===== src/rtl/obuf_port_arb_pkg.sv =====
// Shared router definitions: port count, flit width and arbiter state encoding.
package obuf_port_arb_pkg;

    localparam int N_PORTS    = 4;
    localparam int PYLD_W_DEF = 32;

    typedef enum logic {
        ST_IDLE   = 1'b0,
        ST_LOCKED = 1'b1
    } arb_state_e;

    // Width of an index over n ports; never below one bit so n=1 still has a field.
    function automatic int idx_width(input int n);
        return (n > 1) ? $clog2(n) : 1;
    endfunction

endpackage


===== src/rtl/obuf_port_arb_rr_pick.sv =====
// Combinational round-robin picker: first set request at or after ptr, wrapping.
module obuf_port_arb_rr_pick
    import obuf_port_arb_pkg::*;
#(
    parameter int N     = N_PORTS,
    parameter int IDX_W = idx_width(N)
) (
    input  logic [N-1:0]     req,
    input  logic [IDX_W-1:0] ptr,
    output logic [N-1:0]     gnt,
    output logic [IDX_W-1:0] idx,
    output logic             any
);

    logic [IDX_W-1:0] cand;

    // Scan ptr, ptr+1, ... modulo N and latch onto the first active request.
    always_comb begin
        gnt  = '0;
        idx  = '0;
        any  = 1'b0;
        cand = '0;
        for (int k = 0; k < N; k++) begin
            cand = IDX_W'((int'(ptr) + k) % N);
            if (!any && req[cand]) begin
                any       = 1'b1;
                gnt[cand] = 1'b1;
                idx       = cand;
            end
        end
    end

endmodule


===== src/rtl/obuf_port_arb.sv =====
// Output-port arbiter: round-robin with per-packet lock feeding a one-entry
// valid/ready output slot that can refill on the cycle it drains.
//
// state     | meaning
// ----------+-------------------------------------------------------------
// ST_IDLE   | no packet open; round-robin winner from ptr is offered the slot
// ST_LOCKED | owner is mid-packet; only owner may transfer until its tail
module obuf_port_arb
    import obuf_port_arb_pkg::*;
#(
    parameter int N_REQ  = N_PORTS,
    parameter int PYLD_W = PYLD_W_DEF
) (
    input  logic                    clk,
    input  logic                    rst_n,
    input  logic [N_REQ-1:0]        req_valid_i,
    input  logic [N_REQ-1:0]        req_last_i,
    input  logic [N_REQ*PYLD_W-1:0] req_payload_i,
    output logic [N_REQ-1:0]        req_ready_o,
    output logic                    valid_o,
    output logic                    last_o,
    output logic [PYLD_W-1:0]       payload_o,
    input  logic                    ready_i,
    output logic [N_REQ-1:0]        grant_o,
    output logic                    busy_o
);

    localparam int IDX_W = idx_width(N_REQ);

    arb_state_e         state, state_next;
    logic [IDX_W-1:0]   owner, owner_next;
    logic [IDX_W-1:0]   ptr, ptr_next;
    logic [N_REQ-1:0]   grant_next;

    logic [N_REQ-1:0]   pick_gnt;
    logic [IDX_W-1:0]   pick_idx;
    logic               pick_any;

    logic               slot_acc;
    logic [IDX_W-1:0]   sel_idx;
    logic               sel_valid;
    logic               sel_last;
    logic [PYLD_W-1:0]  sel_payload;
    logic [IDX_W-1:0]   sel_idx_inc;
    logic               xfer;

    obuf_port_arb_rr_pick #(
        .N     (N_REQ),
        .IDX_W (IDX_W)
    ) u_rr_pick (
        .req (req_valid_i),
        .ptr (ptr),
        .gnt (pick_gnt),
        .idx (pick_idx),
        .any (pick_any)
    );

    assign slot_acc = ~valid_o | ready_i;
    assign busy_o   = (state == ST_LOCKED);

    // Select the active requester and mux only its fields so unselected X cannot leak.
    always_comb begin
        sel_idx     = (state == ST_LOCKED) ? owner : pick_idx;
        sel_valid   = (state == ST_LOCKED) ? req_valid_i[owner] : pick_any;
        sel_last    = req_last_i[sel_idx];
        sel_payload = req_payload_i[int'(sel_idx) * PYLD_W +: PYLD_W];
        sel_idx_inc = (sel_idx == IDX_W'(N_REQ - 1)) ? '0 : sel_idx + IDX_W'(1);
        xfer        = slot_acc & sel_valid;
    end

    // Accept strobes: the round-robin winner when idle, only the owner when locked.
    always_comb begin
        req_ready_o = '0;
        if (state == ST_IDLE) begin
            req_ready_o = pick_gnt & {N_REQ{slot_acc}};
        end else begin
            req_ready_o[owner] = slot_acc;
        end
    end

    // Next-state: open a lock on a non-tail head, release and advance ptr on a tail.
    always_comb begin
        state_next = state;
        owner_next = owner;
        ptr_next   = ptr;
        grant_next = grant_o;
        case (state)
            ST_IDLE: begin
                if (xfer) begin
                    if (sel_last) begin
                        ptr_next = sel_idx_inc;
                    end else begin
                        state_next = ST_LOCKED;
                        owner_next = sel_idx;
                        grant_next = pick_gnt;
                    end
                end
            end
            ST_LOCKED: begin
                if (xfer && sel_last) begin
                    state_next = ST_IDLE;
                    ptr_next   = sel_idx_inc;
                    grant_next = '0;
                end
            end
            default: begin
                state_next = ST_IDLE;
            end
        endcase
    end

    // Arbitration state registers.
    always_ff @(posedge clk or negedge rst_n) begin
        if (!rst_n) begin
            state   <= ST_IDLE;
            owner   <= '0;
            ptr     <= '0;
            grant_o <= '0;
        end else begin
            state   <= state_next;
            owner   <= owner_next;
            ptr     <= ptr_next;
            grant_o <= grant_next;
        end
    end

    // Output slot: load on transfer, empty on drain without a refill.
    always_ff @(posedge clk or negedge rst_n) begin
        if (!rst_n) begin
            valid_o   <= 1'b0;
            last_o    <= 1'b0;
            payload_o <= '0;
        end else if (xfer) begin
            valid_o   <= 1'b1;
            last_o    <= sel_last;
            payload_o <= sel_payload;
        end else if (ready_i) begin
            valid_o   <= 1'b0;
        end
    end

endmodule


===== config.mk =====
export PLATFORM = sky130hd
export DESIGN_NAME = obuf_port_arb
export DESIGN_NICKNAME = d
export VERILOG_FILES = /design/src/rtl/obuf_port_arb_pkg.sv /design/src/rtl/obuf_port_arb_rr_pick.sv /design/src/rtl/obuf_port_arb.sv
export SDC_FILE = /design/constraint.sdc
export NUM_CORES = 1
export LEC_CHECK = 0
export CORE_UTILIZATION = 41
export DETAILED_ROUTE_END_ITERATION = 16
export PLACE_DENSITY_LB_ADDON = 0.1
export SETUP_SLACK_MARGIN = 0.15
export SYNTH_ARGS = -nofsm -noshare
export SYNTH_HDL_FRONTEND = slang
export SYNTH_SLANG_ARGS = --single-unit

===== constraint.sdc =====
create_clock -name clk -period 3.25 [get_ports clk]
set_input_delay 0.65 -clock clk [delete_from_list [all_inputs] [get_ports clk]]
set_output_delay 0.65 -clock clk [all_outputs]
set_load 0.02 [all_outputs]

# Yosys cells after proc, flatten, opt, wreduce, memory -nomap -nowiden
# Index checks and enable logic that the tools add are counted.
# totals
regBits	43
in_bits	139
out_inout_bits	43
wordCells	106
# op_classes
n_addsub	4
n_lt_le_gt_ge	11
eq_ne	5
shifts	1
n_mux	52
bitwise_logic	10
reduce_logical	16
# op_table
cell	n
$shiftx 128x8->32	1
$mux 4	8
$mux 1	21
$lt 2x3->1 const B	6
$mux 2	9
$bmux 1 s2	6
$or 4x4->4	3
$demux 1 s2	5
$ge 2x1->1 const B	5
$logic_and 1x1->1	9
$reduce_and 3->1	3
$and 4x4->4	2
$pmux 4 s2	1
$ne 2x2->1 const B	3
$add 2x1->2 const B	2
$add 2x2->2 const B	2
$pmux 2 s2	1
$logic_not 1->1	3
$not 1->1	3
$eq 2x2->1 const B	1
$ne 2x1->1 const B	1
$pmux 1 s2	1
$reduce_bool 2->1	1
$and 1x1->1	1
$or 1x1->1	1

# Depth between registers and ports, before layout
# Gate-level depths: netlist of run 1.
# logic_depth
word_depth	18
ltp_mapped	12

# By module
# A second synthesis of run 1 with hierarchy kept.
# unflattened
cells_unflattened	221
area_unflattened_um2	3069.2
# modules_own_cells
module	instances	cells_per_inst	area_per_inst_um2
obuf_port_arb	1	176	2650.0
obuf_port_arb_rr_pick	1	45	419.2

# Least setup slack after synthesis of run 1
# Ideal clock, no wire load.
# synth_timing
kind	flip-flop to output port
from	reg ptr[1]
to	out req_ready_o[3]
arrival_time_ps	2610
slack_ps	-10
stages_incl_launch_ff	11
cell_sequence	dfrtp_1 -> buf_4 -> inv_1 -> ha_1 -> mux4_2 -> nor2b_1 -> a22oi_1 -> or2_1 -> a21oi_1 -> a31oi_1 -> nor2_1
# synth_via
elab_chain_cells	14
# synth_lines
element	line_no	rtl
from (decl)	obuf_port_arb.sv:32	logic [IDX_W-1:0] ptr, ptr_next;
from (signal assigned)	obuf_port_arb.sv:122	ptr <= ptr_next;
parallel branches: the longest is 11 deep, another holds $lt 2x3->1	n/a	
$mux 4 (*)	obuf_port_arb_rr_pick.sv:25	if (!any && req[cand]) begin
$and 4x4->4 (*)	obuf_port_arb.sv:75	req_ready_o = pick_gnt & {N_REQ{slot_acc}};
$mux 4 (*)	obuf_port_arb.sv:74	if (state == ST_IDLE) begin
to (decl)	obuf_port_arb.sv:19	output logic [N_REQ-1:0] req_ready_o,
# Mark *: on every way between the ends. The select of a mux whose other input is x is not followed.

# Worst setup path after layout of run 1
# layout_timing
from	reg ptr[0]
to	out req_ready_o[2]
# Same word-level chain as after synthesis.

==> flow_summary.ini, run 1 <==
[status]
status = finished clean

[worst_setup_path]
path_buf_inv = 2
critPathLaunchType = flip-flop
reg2reg_depth = 12
arrival_ps = 2580
crit_chain = inv_2 > ha_4 > mux4_2 > nor2b_4 > a22oi_2 > or2_1 > a21oi_2 > a31oi_1 > nor2_2 > buf_6
crit_family = simple AND/OR/NAND/NOR gates
end_kind = output port
crit_fanout = 4
cp.required_ps = 2600
crit_path_max_incr_delay_ps = 550
r2r_setup_slack_ps = 350
regToRegStartpoint = ptr[0]
crit_slowest_cell = mux4_2
critPathKind = reg -> out

[clock_tree]
cts_tree = done
cts_made_buffers = 5
clk_pin_slew_ps = 90
cts_max_level = 2
clk_latency_ps = 290
cts_root_buffer = clkbuf_8
clock_sinks = 43
clockBufferDepth = 2

[placement]
io_buffers = 181
place_congestion = 0.788
hpwl_mm = 8.53

[drt]
vias = 3531
wl_per_cell_um = 16.2
routed_wl_mm = 10.8
drt_first_pass_iters = 4
ant_nets = 0
via_per_inst = 5.32
drc_errors = 0
drtIter0Drc = 87

[power_and_ir_drop]
p_seq_share_pct = 19.0
irDropWorstVdd_uv = 398
share_comb_of_total_power_pct = 72.6
p_switching_w = 0.00221
p_int_w = 0.00292
swShare_pct = 43.1
power_frac_clock_pct = 8.4
p_leak_nw = 2.40
p_per_area_nw_per_um2 = 878

[timing]
setup_tns_ps = 0
final_hold_viol_count = 0
rsz0062_at_grt = true
period_share_pct = 99.3
slew_headroom_pct = 35.9
worst_pin_slew_ps = 961
final_max_slew_viol_count = 0
finClkSkew_ps = 8.69
min_period_ps = 3230
fmax_mhz = 310
setup_viol = 0

[logic_synthesis]
ys_warn_count = 0
synth_edf_count = 0
syn_inst = 359
syn_avg_cell_area_um2 = 9.73
synth_cell_types = 54
synth_ff_type = dfrtp_1
synth-seq-area-share_pct = 30.8
syn_nets = 506
synth_area_um2 = 3490
ys_async_sr_fraction_pct = 100
ys_ff_latch = 43

[worst_hold_path]
hold_class = reg -> reg
hold_start = payload_o[0]
whs_endpoint = payload_o[0]
whs_path_depth = 2

[floorplan]
core_um2 = 8220
die_area_um2 = 8890
io_pins = 182
dieHeight_um = 94.3
rows = 33
die_w_um = 94.3
start_util_pct = 42.5

[finish]
antennaDiodeCount = 0
fin_nets = 705
area_growth_pct = 67.1
layout-drive-gt1-share_pct = 15.7
final_core_util_pct = 71.0

[grt]
antenna_found_initial = 0
gr-total-overflow = 0
grt_max_degree = 44
grt.total_usage_pct = 24.8
grt_pass1_vias = 3648
grt_first_pass_wirelength_mm = 17.2

[job]
drv_cap = 0
## cell usage in the layout, fill, tap and decap left out, types with 6 or more instances in the layout
cell type        count
clkdlybuf4s50_1    172
buf_4               37
dfrtp_1             43
nand2_1             40
mux2i_1             71
ha_1                 7
o21ai_1             33
a22oi_1              6
mux2_1              29
## final cells by class
| cell class | count | area, um2 |
|---|---|---|
| clock buffers | 5 | 68.8 |
| clock inverters | 3 | 46.3 |
| fillers | 647 | 2380 |
| inverters | 7 | 26.3 |
| multi-input cells | 279 | 2320 |
| flip-flops and latches | 43 | 1080 |
| well taps | 105 | 131 |
| repair buffers | 222 | 2160 |
## logic make-up after synthesis
| kind of cell | share of synthesized area (%) |
|---|---|
| flops | 30.8 |
| mux | 33.9 |
| simple gates | 11.3 |
| buf+inv | 5.02 |
| fa+ha+maj | 2.87 |
| compound gates | 16.2 |
## worst register-to-register path: stages (launching register included)
cell and delay [ps]:
dfrtp_1 370, inv_2 60, ha_4 290, buf_4 130
or2b_1 240, a211o_1 270, buf_4 160, nor2b_1 160
a21boi_4 230, buf_4 210, o21a_1 160, a2bb2oi_1 370
o21a_1 190
## what timing repair did
action	CTS	global route
buffers inserted	3	2
resized for setup	37	1
endpoints found under the hold margin	0	0
endpoints found under the setup margin	5	4
hold buffers	0	0
cloned	0	0
pin swaps	4	5
## cell usage after synthesis (all sizes together), types with 2 or more instances
cell      n  area share (%)
mux2i    71              20
dfrtp    43              31
nand2    41             4.4
o21ai    37             5.5
mux2     34              11
buf      17             2.9
clkbuf   13             1.4
a21oi     9             1.3
a22oi     8             1.7
ha        8             2.9
nor2      8            0.86
inv       7            0.75
or2       6             1.1
nor2b     5            0.90
a22o      4             1.0
a31oi     4            0.72
mux4      4             2.6
nand2b    4            0.72
a2bb2oi   3            0.93
or4       3            0.86
a211o     2            0.50
a21boi    2            0.43
and2      2            0.36
nand3b    2            0.43
nor3      2            0.29
o21a      2            0.43
## through the flow
step | std cells | cell area, um2 | total power [W] | hold WS, ps | setup WS [ps]
2_1_floorplan | 359 | 3520 | 0.00322 | 354 | 174
3_3_place_gp | 651 | 5650 | 0.00455 | 464 | -514
3_5_place_dp | 651 | 5650 | 0.00462 | 471 | -597
4_1_cts | 662 | 5820 | 0.00513 | 492 | 22.2
5_1_grt | 664 | 5840 | 0.00547 | 503 | -91.6
6_report | 664 | 5840 | 0.00513 | 490 | 23.3
## sequential cells by signal (all words and copies together) (netlist names), named ones only
| register | flops |
|---|---|
| payload_o | 32 |
| grant_o | 4 |
| owner | 2 |
| valid_o | 1 |
| ptr | 2 |
| last_o | 1 |
## worst max-delay path by stage
stage,cells after the start,start,to,slack [ps]
2_1_floorplan,10,ptr[1],req_ready_o[3],170
3_3_place_gp,9,req_valid_i[1],req_ready_o[3],-510
3_5_place_dp,9,req_valid_i[1],req_ready_o[0],-600
4_1_cts,10,ptr[1],req_ready_o[0],20
5_1_grt,10,ptr[1],req_ready_o[2],-90
6_report,10,ptr[0],req_ready_o[2],20
## layer usage
metal | track usage, % | part of all wire [%] | vias up
met2 | 44.1 | 52 | 121
met3 | 7.20 | 6.4 | 23
met5 | 0 | 0 | -
met4 | 8.21 | 2.5 | 0
met1 | 28.2 | 39 | 1680
li1 | - | - | 1707
## power groups by stage
stage / combinational [W] / clock [W] / sequential (W)
final: 0.00372 / 0.000429 / 0.000975
after global routing: 0.00400 / 0.000460 / 0.00101
after CTS: 0.00372 / 0.000439 / 0.000975
after detailed placement: 0.00364 / 0 / 0.000974
after global placement: 0.00359 / 0 / 0.000964
after floorplan: 0.00199 / 0 / 0.00123
(Power assumes the default switching activity.)
==> run 2: changes to the inputs <==
CAP_MARGIN = 20   (was not set)
clock period = 3.5 ns   (was 3.25 ns; I/O delays follow)
==> run 2 against run 1 <==
Sequential cell count unchanged. Routed wire length decreased by 0.50%. Core utilization increased by 0.12 points. Non-clock buffer count increased by 2. Clock-buffer cell count increased by 3. Cell count increased by 0.30%. Final area increased by 0.17%. Power decreased by 7.6%. Via count decreased by 1.1%. Die area unchanged. Sequential share of layout area about the same. Critical path type is now in -> out.
==> flow_summary.ini, run 2 (synthesized netlist as in run 1, its figures left out) <==
[drt]
drc_errors = 0
via_per_inst = 5.24
drtIter0Drc = 124
drt_first_pass_iters = 4
ant_nets = 0
wl_per_cell_um = 16.1
routed_wl_mm = 10.7
vias = 3491

[finish]
top_regs = payload_o (32), grant_o (4)
final_common_cell = clkdlybuf4s50_1
fin_nets = 707
largest_reg_flops = 32
fill_cells = 673
final_cell_mix = clkdlybuf4s50_1, mux2i_1, dfrtp_1, nand2_1, buf_4
antennaDiodeCount = 0
final_core_util_pct = 71.2
layout-drive-gt1-share_pct = 15.7
area_growth_pct = 67.4
design_area_um2 = 5850
largest-register = payload_o

[worst_setup_path]
critPathKind = in -> out
crit_fanout = 8
arrival_ps = 2610
end_kind = output port
cp.required_ps = 2800
critPathLaunchType = input port

[timing]
period_share_pct = 94.5
min_period_ps = 3310
setup_viol = 0
final_hold_viol_count = 0
final_max_slew_viol_count = 0
rsz0062_at_grt = true
finClkSkew_ps = 10.8
slew_headroom_pct = 41.3
fmax_mhz = 302
setup_tns_ps = 0
worst_pin_slew_ps = 880
fin_hold_ws_ps = 203

[job]
drv_cap = 0

[floorplan]
start_util_pct = 42.5
die_w_um = 94.3
io_pins = 182
rows = 33
die_area_um2 = 8890
core_um2 = 8220
dieHeight_um = 94.3

[placement]
placed_area_um2 = 5630
hpwl_mm = 8.50
place_congestion = 0.840
io_buffers = 181

[grt]
gr-total-overflow = 0
grt.total_usage_pct = 24.5
grt_first_pass_wirelength_mm = 16.8
grt_pass1_vias = 3546
antenna_found_initial = 0
grt_max_degree = 44

[clock_tree]
clockBufferDepth = 2
cts_max_level = 2
cts_root_buffer = clkbuf_8
cts_tree = done
clk_pin_slew_ps = 80
postCtsHoldBufs = 0
cts_made_buffers = 5
clk_latency_ps = 290
clock_sinks = 43

[worst_hold_path]
hold_class = in -> async

[power_and_ir_drop]
p_leak_nw = 2.41
irDropWorstVdd_uv = 388
p_per_area_nw_per_um2 = 811

[status]
status = finished clean
run 2: cell type report:
type,count,area [um2],area share (%)
Multi-Input combinational cell,279,2330,39.8
Inverter,7,26.3,0.449
Tap cell,105,131,2.25
Timing Repair Buffer,224,2180,37.4
Clock buffer,8,100,1.71
Sequential cell,43,1080,18.4
run 2: power breakdown:
group          total [W]  internal (W)  switching (W)
Clock           0.000348      0.000180       0.000168
Combinational    0.00347       0.00177        0.00169
Sequential      0.000924      0.000739       0.000185
Total            0.00474       0.00269        0.00204
run 2: timing repair:
item                                    in CTS  in global routing
pin swaps                                   11                 15
resized for setup                           37                  4
hold endpoints to repair                     0                  0
setup buffers                                1                  4
endpoints found under the setup margin       4                  4
gates cloned                                 0                  0
run 2: through the flow:
stage | worst slack, ps | std cells | total power [W]
2_1_floorplan | 190 | 359 | 0.00295
5_1_grt | 94.3 | 666 | 0.00507
3_5_place_dp | -576 | 652 | 0.00426
4_1_cts | 192 | 661 | 0.00469
3_3_place_gp | -502 | 652 | 0.00420
6_report | 193 | 666 | 0.00474
run 2: critical path, stage by stage:
cell,delay (ps)
dlygate4sd2_1,300
buf_4,190
mux4_2,460
nor2b_4,160
a22oi_2,150
or2_1,160
a21oi_2,70
a31oi_1,190
nor2_1,60
buf_4,160
run 2: worst paths after layout:
check	startpoint	end	slack, ps	depth (start not counted)
setup / recovery	req_valid_i[2]	req_ready_o[0]	190	10
hold / removal	rst_n	payload_o[6]	200	1
setup reg to reg	ptr[0]	payload_o[29]	580	12
hold reg to reg	last_o	last_o	480	2
max in group asynchronous	rst_n	valid_o	2860	2
min in group clk	last_o	last_o	480	2
run 2: layer usage:
metal  wire length (um)  GRT usage (%)  vias to the layer above  part of all wire [%]
li1                   -              -                     1707                     -
met1               4220           27.0                     1651                    39
met3                732           6.88                       19                   6.8
met5                  0              0                        -                     0
met4                250           8.59                        0                   2.3
met2               5530           44.6                      114                    52
==> edit 1: new RTL, config.mk and constraints of run 1 <==
Set the package constant `N_PORTS` to 2 (it was 4).
--- a/src/rtl/obuf_port_arb_pkg.sv
+++ b/src/rtl/obuf_port_arb_pkg.sv
@@ -3,3 +3,3 @@
 
-    localparam int N_PORTS    = 4;
+    localparam int N_PORTS    = 2;
     localparam int PYLD_W_DEF = 32;
Ports: changed (5 resized); port bits go from 182 to 110. No check against the original RTL was run, so the function may have changed too.
==> edit 1 against run 1 <==
- synthesized area down 39%
- hold slack got worse by 0.022 ns
- via count shrank 52%
- critical path depth fell by 5
- core utilization fell by 3.5 points
- total power fell by 45%
- sequential cell count down 4
- wire length fell by 60%
- cell area fell by 44%
- global-route usage shrank 7.5 points
- worst setup slack better by 0.33 ns
- fmax increased by 11%
- critical path type is now in -> out
- largest cell class is now buffers
==> edit 1: results (changes against run 1) <==
metric,value,unit,change
status,completed,,
number of global-route vias before repair,1546,,-58%
Inverters excl. clock,2,,-5
Compound-Gate Fraction of Synth Area,19.66,%,+3.5 points
nets,357,,-49%
sequential power share,30.6,%,+12 points
Synth Area in Adders,0,%,-2.9 points
Non-clock buffers,110,,-50%
dominant cells by area after synthesis,"dfrtp_1, mux2i_1, o21ai_2, nand2_1, nand2_2",,
Sw Ratio,38.97,%,-4.2 points
Register Area,975.9,sq um,-9.3%
r2r setup slk,1.25,ns,+0.90 ns
post-synthesis sequential area ratio,46.18,%,+15 points
Cell variety after synth,29,,-46%
final clock skew,0.001600,ns,-0.007089 ns
Leak Pwr,1.336,nW,-44%
fillcell total,406,,-37%
combinational power share,54.9,%,-18 points
DP HPWL,3203,microns,-62%
cells resized by post-CTS repair,0,,-100%
WL met1,1703,microns,-60%
Slew Limit Headroom,43.12,%,+7.2 points
critical path startpoint,req_valid_i[0],,
Die W,73.80,microns,-22%
number of DRC markers in iteration 0,31,,-64%
clock buf count,6,,+1
Clk. pwr,0.412,mW,-4%
Port Buf Inserts,109,,-40%
wire length on met2,2228,microns,-60%
post-CTS setup buffers,0,,-3
CP endpoint,req_ready_o[1],,
clk slew on worst S/H paths,0.07,ns,-0.02 ns
min-delay worst type,in -> async,,
layout cells sized above 1,19.86,%,+4.1 points
clk sinks,39,,-9.3%
leading cell types by count after synthesis,"dfrtp_1, mux2i_1, o21ai_2, nand2_1, nand2_2",,
slowest CP cell,clkdlybuf4s50_1,,
syn_nets,252,,-50%
pin count of the biggest net entering global routing,66,,+50%
==> edit 1: cell count changes after synthesis, sizes merged, moves of 7 or more <==
cell	delta
ha	-8
nand2	-8
mux2	-33
mux2i	-37
clkbuf	-13
a22oi	-8
nor2	-7
==> edit 1: per-stage QoR <==
stage,instances,utilization [%],setup slack [ns],hold slack [ns]
2_1_floorplan,181,-,0.9198,0.3544
4_1_cts,354,67.51,0.3636,0.4827
3_3_place_gp,346,65.08,0.3823,0.4602
6_report,354,67.51,0.3555,0.4680
3_5_place_dp,346,65.08,0.3719,0.4651
5_1_grt,354,67.51,0.2882,0.5022
==> edit 1: per-layer routing <==
layer,GRT usage (%),up-vias
met2,30.58,62
met3,6.996,4
met1,18.61,766
li1,-,848
met4,5.769,0
met5,0,-
==> edit 1: critical path, delay by kind of cell <==
kind | cells | cell delay (ns)
buffers and inverters | 2 | 1.10
AND/OR/NAND/NOR | 2 | 0.25
AO/OA/AOI/OAI | 1 | 0.25
==> edit 2: new RTL, flow settings as in run 1 <==
Without the edit above. Reset style: synchronous (`rst_n`), changed in 2 clocked blocks.
--- a/src/rtl/obuf_port_arb.sv
+++ b/src/rtl/obuf_port_arb.sv
@@ -112,3 +112,3 @@
     // Arbitration state registers.
-    always_ff @(posedge clk or negedge rst_n) begin
+    always_ff @(posedge clk) begin
         if (!rst_n) begin
@@ -127,3 +127,3 @@
     // Output slot: load on transfer, empty on drain without a refill.
-    always_ff @(posedge clk or negedge rst_n) begin
+    always_ff @(posedge clk) begin
         if (!rst_n) begin
Function: differs if rst_n is asserted again (counterexample within 4 cycles, from zero or initial values and one cycle with rst_n low); with rst_n held inactive, the same outputs for 4 cycles.
==> edit 2 against run 1 <==
- synthesized cell count down 0.84%
- non-clock buffer count fell by 4
- sequential cell count unchanged
- wire length down 6.0%
- worst setup slack improved by 0.013 ns
- total power is 15% lower
- cell area decreased by 4.8%
- synthesized area decreased by 5.7%
- largest cell class unchanged
==> edit 2: results (changes against run 1) <==
metric,value,unit,change
DP Worst Slack,-0.6289,ns,-0.03218 ns
hold path depth,2,,unchanged
r2r setup slk,0.04,ns,-0.31 ns
non-filler instance count after layout,651,,-2.0%
grt met2 use,43.67,%,-0.47 points
number of global-route vias before repair,3593,,-1.5%
crit path kind,reg -> reg,,
leading cell types by count after synthesis,"mux2i_1, dfxtp_1, nand3_1, o21ai_1, mux2_2",,
met3 wire length,840,microns,+21%
WHS,0.4559,ns,-0.03403 ns
"Avg Cell Area, Syn",9.247,sq um,-4.9%
DP HPWL,7800,microns,-8.6%
Cell variety after synth,51,,-5.6%
dominant cells by area after synthesis,"dfxtp_1, mux2i_1, mux2_2, nand3_1, o21ai_1",,
r2r worst-path depth,11,,-1
wire length on met2,5208,microns,-6.9%
Synth Area in Adders,3.041,%,+0.17 points
DP Area,5413,sq um,-4.1%
combinational power share,72.8,%,+0.2 points
worst-path fanout max,8,,+4
fillcell total,592,,-8.5%
status,completed,,
hold-critical path endpoint,payload_o[23],,
Pint,2.552,mW,-12%
HP Start,payload_o[23],,
Total Routed Length,10130,microns,-6.0%
critical path startpoint,ptr[0],,
Leak Pwr,2.346,nW,-2.3%
nets,695,,-1.4%
Worst path max stage delay,0.62,ns,+0.07 ns
min Tclk post-route,3.214,ns,-0.01257 ns
multiplexer area fraction after synthesis,36.41,%,+2.5 points
placer congestion estimate,0.8886,,+13%
pin count of the biggest net entering global routing,35,,-20%
maximum VDD drop,0.0003427,V,-14%
Compound-Gate Fraction of Synth Area,14.25,%,-1.9 points
WP data arrival,3.44,ns,+0.86 ns
grt met1 use,28.13,%,about the same
WL met1,3922,microns,-7.1%
number of DRC markers in iteration 0,76,,-13%
Slew Limit Headroom,65.22,%,+29 points
Via Count,3520,,-0.31%
Post-Synth XOR/XNOR Area,0.2661,%,+0.27 points
layout cells sized above 1,19.67,%,+3.9 points
Total Power,4.377,mW,-15%
Post-synth top flop,dfxtp_1,,
GRT met3 Usage,8.040,%,+0.84 points
[edit 2: changes by cell type in the layout (fill, tap and decap cells not counted), moves of 9 or more]
| cell | change |
|---|---|
| dfrtp_1 | -43 |
| dfxtp_1 | +41 |
| mux2_1 | -28 |
| mux2_2 | +28 |
| nand2_1 | -32 |
| nand3_1 | +38 |
| nor2_1 | +9 |
[edit 2: layout make-up]
class	instances	area, sq um	area share [%]
Sequential cell	43	865.8	15.59
Clock buffer	7	86.33	1.554
Clock inverter	1	8.758	0.1577
Timing Repair Buffer	218	2130	38.34
Multi-Input combinational cell	274	2308	41.56
Inverter	6	27.53	0.4956
Tap cell	102	127.6	2.298
[edit 2: worst max-delay path, delay by kind of cell (launching register included)]
family	cells	cell delay, ns
adders and majority gates	1	0.29
muxes	2	1.20
AOI/OAI and AO/OA	3	0.37
and+or+nand+nor	2	0.59
buffers and inverters	3	0.33
DFF	1	0.37
